## src/rtl/alu_writeback.sv

```systemverilog
// ---------------------------------------------------------------------------
// alu_writeback
//
// Decouples the ALU from the register-file write port with a 2-entry FIFO of
// {result, destination}. It also evaluates the op's branch condition against
// the ALU flags and reports the outcome as a one-cycle registered pulse.
//
// Ports
//   clk, rst      : clock; asynchronous active-high reset
//   in_valid      : ALU result presented this cycle
//   in_ready      : block can accept a result this cycle
//   alu_out       : 32-bit ALU result
//   alu_flag      : [0] carry, [1] operand zero, [2] operand negative
//   rd, rd_we     : destination index and write-back request
//   br_cond       : branch condition code of the presented op
//   wb_valid      : oldest entry is available on wb_data/wb_addr
//   wb_ready      : register file takes the entry this cycle
//   wb_data       : write-back data (oldest entry)
//   wb_addr       : write-back register index (oldest entry)
//   br_taken      : pulse, accepted op's branch condition was true
//   wb_count      : entries currently held (0..2)
// ---------------------------------------------------------------------------
module alu_writeback #(
    parameter int ADDR_W = 5
) (
    input  logic              clk,
    input  logic              rst,
    input  logic              in_valid,
    output logic              in_ready,
    input  logic [31:0]       alu_out,
    input  logic [2:0]        alu_flag,
    input  logic [ADDR_W-1:0] rd,
    input  logic              rd_we,
    input  logic [2:0]        br_cond,
    output logic              wb_valid,
    input  logic              wb_ready,
    output logic [31:0]       wb_data,
    output logic [ADDR_W-1:0] wb_addr,
    output logic              br_taken,
    output logic [1:0]        wb_count
);

    localparam int DATA_W = 32;

    logic [DATA_W-1:0] data_mem [2];
    logic [ADDR_W-1:0] addr_mem [2];
    logic              wr_ptr;
    logic              rd_ptr;
    logic              accept;
    logic              drain;
    logic              push;

    function automatic logic eval_branch(input logic [2:0] cond,
                                         input logic [2:0] flag);
        logic taken;
        case (cond)
            3'b000:  taken = 1'b0;
            3'b001:  taken = 1'b1;
            3'b010:  taken = flag[1];
            3'b011:  taken = !flag[1];
            3'b100:  taken = flag[2];
            3'b101:  taken = !flag[2] && !flag[1];
            3'b110:  taken = flag[0];
            default: taken = !flag[0];
        endcase
        return taken;
    endfunction

    // When full, wb_valid is necessarily 1, so a drain this cycle is simply
    // wb_ready; that frees a slot for an accept on the same edge.
    assign in_ready = (wb_count != 2'd2) || wb_ready;
    assign wb_valid = (wb_count != 2'd0);
    assign accept   = in_valid && in_ready;
    assign drain    = wb_valid && wb_ready;
    assign push     = accept && rd_we;

    // Output straight from storage: no input-to-output bypass.
    assign wb_data  = data_mem[rd_ptr];
    assign wb_addr  = addr_mem[rd_ptr];

    // ---- stage: accept edge -> FIFO control and branch pulse ----
    always_ff @(posedge clk or posedge rst) begin
        if (rst) begin
            wb_count <= 2'd0;
            wr_ptr   <= 1'b0;
            rd_ptr   <= 1'b0;
            br_taken <= 1'b0;
        end else begin
            br_taken <= accept && eval_branch(br_cond, alu_flag);
            if (push)
                wr_ptr <= ~wr_ptr;
            if (drain)
                rd_ptr <= ~rd_ptr;
            // Occupancy comes only from this counter, never from pointers.
            if (push && !drain)
                wb_count <= wb_count + 2'd1;
            else if (!push && drain)
                wb_count <= wb_count - 2'd1;
        end
    end

    // Storage is cleared on reset so the outputs read zero while held in reset.
    always_ff @(posedge clk or posedge rst) begin
        if (rst) begin
            data_mem[0] <= '0;
            data_mem[1] <= '0;
            addr_mem[0] <= '0;
            addr_mem[1] <= '0;
        end else if (push) begin
            data_mem[wr_ptr] <= alu_out;
            addr_mem[wr_ptr] <= rd;
        end
    end

endmodule

```

## config.mk

```make
export PLATFORM = sky130hd
export DESIGN_NAME = alu_writeback
export DESIGN_NICKNAME = d
export VERILOG_FILES = /design/src/rtl/alu_writeback.sv
export SDC_FILE = /design/constraint.sdc
export NUM_CORES = 1
export LEC_CHECK = 0
export CORE_ASPECT_RATIO = 0.8
export CORE_UTILIZATION = 30
export CTS_CLUSTER_SIZE = 24
export DETAILED_ROUTE_END_ITERATION = 8
export DONT_BUFFER_PORTS = 1
export PLACE_DENSITY = 0.54
export SLEW_MARGIN = 10
export SYNTH_ARGS = -nofsm -noshare
export SYNTH_HDL_FRONTEND = slang
export SYNTH_SLANG_ARGS = --single-unit
```

## constraint.sdc

```tcl
create_clock -name clk -period 6.4 [get_ports clk]
set_input_delay 0.32 -clock clk [delete_from_list [all_inputs] [get_ports clk]]
set_output_delay 0.32 -clock clk [all_outputs]
set_load 0.01 [all_outputs]
```

### Yosys cells after proc, flatten, opt, wreduce, memory -nomap -nowiden

Index checks and enable logic that the tools add are counted.

* output and inout bits: 42
* word-level logic and storage cells: 56
* bits in registers: 79
* bits of input ports: 48

* bitwise operators: 4
* muxes and demuxes: 15
* $add $sub $neg: 2
* magnitude comparators: 3
* reductions and logical operators: 17
* equal/unequal tests: 7

Operators by type and width (number)
* 32-bit two-way mux: 4
* 64-bit bitwise mux: 1
* 32-bit demux with 1-bit select: 1
* 5-bit two-way mux: 4
* 10-bit bitwise mux: 1
* 3-bit == test, second input constant: 3
* 1-bit logical AND: 8
* 1-bit case mux with 7 select lines: 1
* 3-bit by 2-bit == test with 1-bit output, second input constant: 2
* 5-bit demux with 1-bit select: 1
* 1-bit logical NOT: 5
* 2-bit >= comparator, second input constant: 2
* 2-bit two-way mux: 2
* 1-bit NOT with 2-bit output: 2
* 2-bit nonzero test: 2
* 3-bit by 1-bit == test with 1-bit output, second input constant: 1
* 3-bit logical NOT: 1
* 2-bit by 1-bit adder with 2-bit output, second input constant: 1
* 2-bit by 1-bit less-than comparator with 1-bit output, second input constant: 1
* 2-bit != test, second input constant: 1
* 1-bit NOT: 2
* 2-bit by 1-bit subtractor with 2-bit output, second input constant: 1
* 1-bit logical OR: 1

### Logic depth before layout (Yosys ltp)

* word-level depth: 8
* gate-level depth with buffers: 7
* mapped depth without buffers: 6

### Least setup slack after synthesis

OpenSTA, ideal clock, no wires.

* path type: flip-flop to flip-flop
* start: register wb_count[0]
* end: register addr_mem[5] (netlist name)
* setup slack: 4.527 ns
* cell stages (with the launch flop): 7
* path buffers: 3
* period minus slack after synthesis: 1.873 ns
* data arrival time: 1.748 ns
* cell sequence: dfrtp_1 or3b_1 buf_2 and4b_1 buf_6 buf_12 mux2_4

* longest elaborated chain between the ends: 4

RTL lines
* from (decl): line 40 `output logic [1:0] wb_count`
* from (signal assigned): line 96 `wb_count <= wb_count + 2'd1;`
* from (signal assigned): line 98 `wb_count <= wb_count - 2'd1;`
* 2-bit != test: line 71 `assign in_ready = (wb_count != 2'd2) || wb_ready;`
* 1-bit logical OR: line 71
* named net in_ready: line 29 `output logic in_ready,`
* 1-bit logical AND: line 73 `assign accept = in_valid && in_ready;`
* 1-bit logical AND: line 75 `assign push = accept && rd_we;`
* to (signal, indexed assignment): line 111 `addr_mem[wr_ptr] <= rd;`
* to (decl): line 46 `logic [ADDR_W-1:0] addr_mem [2];`

The timed path passes the listed nets, and every way through them passes these cells.
A chain may end at the register's enable or synchronous reset.

### Worst setup path after layout

* start: register wb_count[0]
* end: register data_mem[50] (netlist name)

* longest elaborated chain between the ends: 4

RTL lines
* 2-bit != test: line 71
* 1-bit logical OR: line 71
* named net in_ready: line 29
* 1-bit logical AND: line 73
* 1-bit logical AND: line 75
* to (signal, indexed assignment): line 110 `data_mem[wr_ptr] <= alu_out;`
* to (decl): line 45 `logic [DATA_W-1:0] data_mem [2];`

The timed path passes the listed nets, and every way through them passes these cells.

==> results.md <==
- Hold Crit Class: input port to register
- Net count of the mapped netlist: roughly 270
- Hold violation count in the final report: 0
- Leading cell types by count after synthesis: 81 x sky130_fd_sc_hd__mux2_2, 79 x sky130_fd_sc_hd__dfrtp_1, 30 x sky130_fd_sc_hd__mux2_4, 4 x sky130_fd_sc_hd__buf_2
- Run status: completed
- Detailed-routing iteration count for the pre-antenna-repair pass: 3
- WL met3: just under 600 um
- Arrival time reported for the critical path endpoint: between 2 and 3 ns
- Synthesized-area fraction occupied by adder cells: 0.00347
- Worst-path maximum fanout: 21
- Met2 layer wire length in the routed design: 2870 um
- Worst setup EP type: register
- Number of resized instances in the post-cts repair step: 0
- Finished layout cell area: around 4000 um^2
- Count of flip-flops with a built-in enable after synthesis: 0
- Distinct cell type count of the synthesized netlist: 25
- Internal power consumption: approximately 1.5 mW
- Placement row count: 35
- Leakage power total: ~1.7 nW
- Vias in the first global route: 2004
- Initial standard-cell utilization of the core: 0.311
- Antenna diode count: 0
- IO Pins: 90
- Ratio of routed vias to standard cells: about 4.7
- Mean cell area of the mapped netlist: 16.2 um^2
- Final setup vio count: 0
- Number of placed instances with taps included: approximately 360
- Post-CTS Setup Inserts: 0
- Root buf cell: sky130_fd_sc_hd__clkbuf_16
- GPL Wtd Cong: 0.653
- Final worst path period share: 0.387
- Wire per inst: 17.8 um
- Synth Area in Compound Gates: 0.00589
- Sequential cell fraction of total power: 0.425
- Switching power as a share of total power: 0.305
- Number of sinks on the clock net: 79
- Placeable core area: approximately 12000 um^2
- Post-layout nets: roughly 270
- Input/output buffers: 0
- Number of hold buffers added after CTS: 0
- Mapped cell area: between 3000 and 4000 um^2
- Critical setup path kind: register to register
- Vertical die dimension: ~100 um
- Slew Viols, Final: 0
- Main combinational cell family by area after synthesis: multiplexers
- Flip-flop and latch count after synthesis: 79
- Transition time at the pin with the least slew margin: 1.01 ns
- CTS H-tree lvls: 3
- Share of Yosys cell area claimed by the top area cell type: 0.547
- Via count: 1780
- Number of antenna violations at the first check in global routing: 0
- Highest signal layer in the routed design: met4
- TritonCTS Buffers: 9
- CTS tree: built
- Sequential area share after synthesis: 0.547
- Area share of xor/xnor cells in the synthesized design: 0.0121
- Proportion of layout cells with a drive suffix above 1: 0.581
- Psw: 673 uW
- Warnings, synthesis: 0
- GRT Util Overall: 0.115
- Clock tree buffer depth: 2
- HPWL after detailed placement: slightly above 4000 um
- Setup total negative slack: 0 ns
- Synth top area cells: sky130_fd_sc_hd__dfrtp_1 55%, sky130_fd_sc_hd__mux2_2 25%, sky130_fd_sc_hd__mux2_4 12%, sky130_fd_sc_hd__buf_12 1.7%, sky130_fd_sc_hd__xor2_1 0.73%
- WP data required: 6.61 ns
- Areal power density over the cells: ~550 nW/um^2
- Logic gate share of total power: 0.342
- Metal1 wirelength: 3130 um
- Post-route ant nets: 0
- Startpoint class of the critical path: register
- Clock slew at the register clock pins of the worst setup and hold paths: around 0.060 ns
- Synth Instances: between 200 and 250
- Remaining max-slew budget at the tightest pin: 0.329
- Post-route insts no fill: between 300 and 400
- Clock share of power: 0.233
- Clock period minus worst slack: between 2 and 2.5 ns
- Number of DRC violations after detailed-routing iteration 0: 31
- Final wirelength: between 6000 and 7000 um
- Synth Flop Type: sky130_fd_sc_hd__dfrtp_1
- Worst setup skew after layout: approximately 0.005 ns
- Worst supply voltage drop on vdd: 0.227 mV
- Basic-gate share of the synthesized area counting and, or, nand and nor cells: 0.0204
- Fmax: 0.403 GHz
- Global-route wire length before repair: about 11000 um
- Share of synthesized registers carrying an async set or reset: 1.00
- X dimension of the die: ~120 um
- Die Area: 12500 um^2
- Pin count of the biggest net entering global routing: 80
- Aggregate global routing overflow: 0
- RSZ-0062 raised after global routing: false
- Post-synthesis to final-layout area growth: 11.2%
- Multiplexer area fraction after synthesis: 0.380
- Most used standard cell by instance count after synthesis: sky130_fd_sc_hd__mux2_2
- Cell accounting for the most synthesized area: sky130_fd_sc_hd__dfrtp_1
- Source-to-sink clock delay at the later pin of the worst-skew pair: around 0.33 ns
- DRC violation count after routing: 0
- Area after DPL: 3720 um^2
- Max cap viols: 0
## flip-flops by register name (all words and copies together), names as in the netlist
| signal | flops |
|---|---|
| br_taken | 1 |
| data_mem | 64 |
| addr_mem | 10 |
| wr_ptr | 1 |
| rd_ptr | 1 |
| wb_count | 2 |
## logic make-up (layout without fill, tap and decap cells)
| logic type | Yosys count | count (layout) |
|---|---|---|
| AO/OA/AOI/OAI | 3 | 3 |
| XOR/XNOR | 5 | 5 |
| adder cells (fa/ha/maj) | 1 | 1 |
| buffers and inverters | 13 | 19 |
| flip-flops | 79 | 79 |
| multiplexers | 112 | 112 |
| AND/OR/NAND/NOR | 10 | 10 |
## cell usage in the layout, fill, tap and decap left out, types with 2 or more instances in the layout
master | synthesis | layout
sky130_fd_sc_hd__mux2_2 | 81 | 81
sky130_fd_sc_hd__dfrtp_1 | 79 | 78
sky130_fd_sc_hd__mux2_4 | 30 | 30
sky130_fd_sc_hd__clkbuf_16 | 0 | 9
sky130_fd_sc_hd__xor2_1 | 3 | 3
sky130_fd_sc_hd__buf_4 | 0 | 3
sky130_fd_sc_hd__xnor2_1 | 2 | 2
sky130_fd_sc_hd__a21oi_1 | 2 | 2
sky130_fd_sc_hd__clkinv_2 | 0 | 2
sky130_fd_sc_hd__clkbuf_8 | 0 | 2
## area by class of cell
cell class,instances,area (um^2)
Timing Repair Buffer,3,22.5
Inverter,1,5.00
Multi-Input combinational cell,131,1530
Tap cell,148,185
Sequential cell,79,1980
Clock inverter,3,42.5
Clock buffer,12,256
Fill cell,1094,7590
## per-layer routing
metal / vias to the layer above / track usage
met4: 0 / 0.0528
li1: 801 / -
met3: 10 / 0.0608
met5: - / 0
met2: 59 / 0.164
met1: 910 / 0.142
## path summary, 6_finish.rpt
kind / cells after the start / slack [ns] / to / from
worst max-delay path: 4 / 3.92 / data_mem[50]$_DFFE_PP0P_ / wb_count[0]$_DFFE_PP0P_
worst min-delay path: 1 / 0.12 / br_taken$_DFF_PP0_ / in_valid
worst max register to register: 4 / 3.92 / data_mem[50]$_DFFE_PP0P_ / wb_count[0]$_DFFE_PP0P_
worst min register to register: 1 / 0.50 / data_mem[11]$_DFFE_PP0P_ / data_mem[11]$_DFFE_PP0P_
max in group asynchronous: 2 / 5.51 / rd_ptr$_DFFE_PP0P_ / rst
min in group asynchronous: 2 / 0.18 / data_mem[53]$_DFFE_PP0P_ / rst
## power by group through the flow
| stage | Sequential [mW] | Clock [mW] | Combinational (mW) |
|---|---|---|---|
| after floorplan | 0.850 | 0 | 0.736 |
| after global placement | 0.933 | 0 | 0.754 |
| after detailed placement | 0.945 | 0 | 0.765 |
| after CTS | 0.942 | 0.534 | 0.769 |
| after global routing | 0.978 | 0.553 | 0.810 |
| final | 0.938 | 0.513 | 0.753 |
## through the flow
stage	hold slack [ns]	setup slack [ns]	util	total power, mW
2_1_floorplan	0.454	4.06	-	1.59
3_3_place_gp	0.463	3.90	0.320	1.69
3_5_place_dp	0.465	3.89	0.320	1.71
4_1_cts	0.104	3.88	0.346	2.24
5_1_grt	0.105	3.81	0.346	2.34
6_report	0.120	3.92	0.346	2.20
## worst max-delay path, cell delays in order (launching register included)
cell	delay [ns]
sky130_fd_sc_hd__dfrtp_1	0.47
sky130_fd_sc_hd__or3b_1	0.31
sky130_fd_sc_hd__and4b_2	0.70
sky130_fd_sc_hd__buf_4	0.47
sky130_fd_sc_hd__mux2_2	0.38
Note: power is estimated with default switching activity, not from simulation.
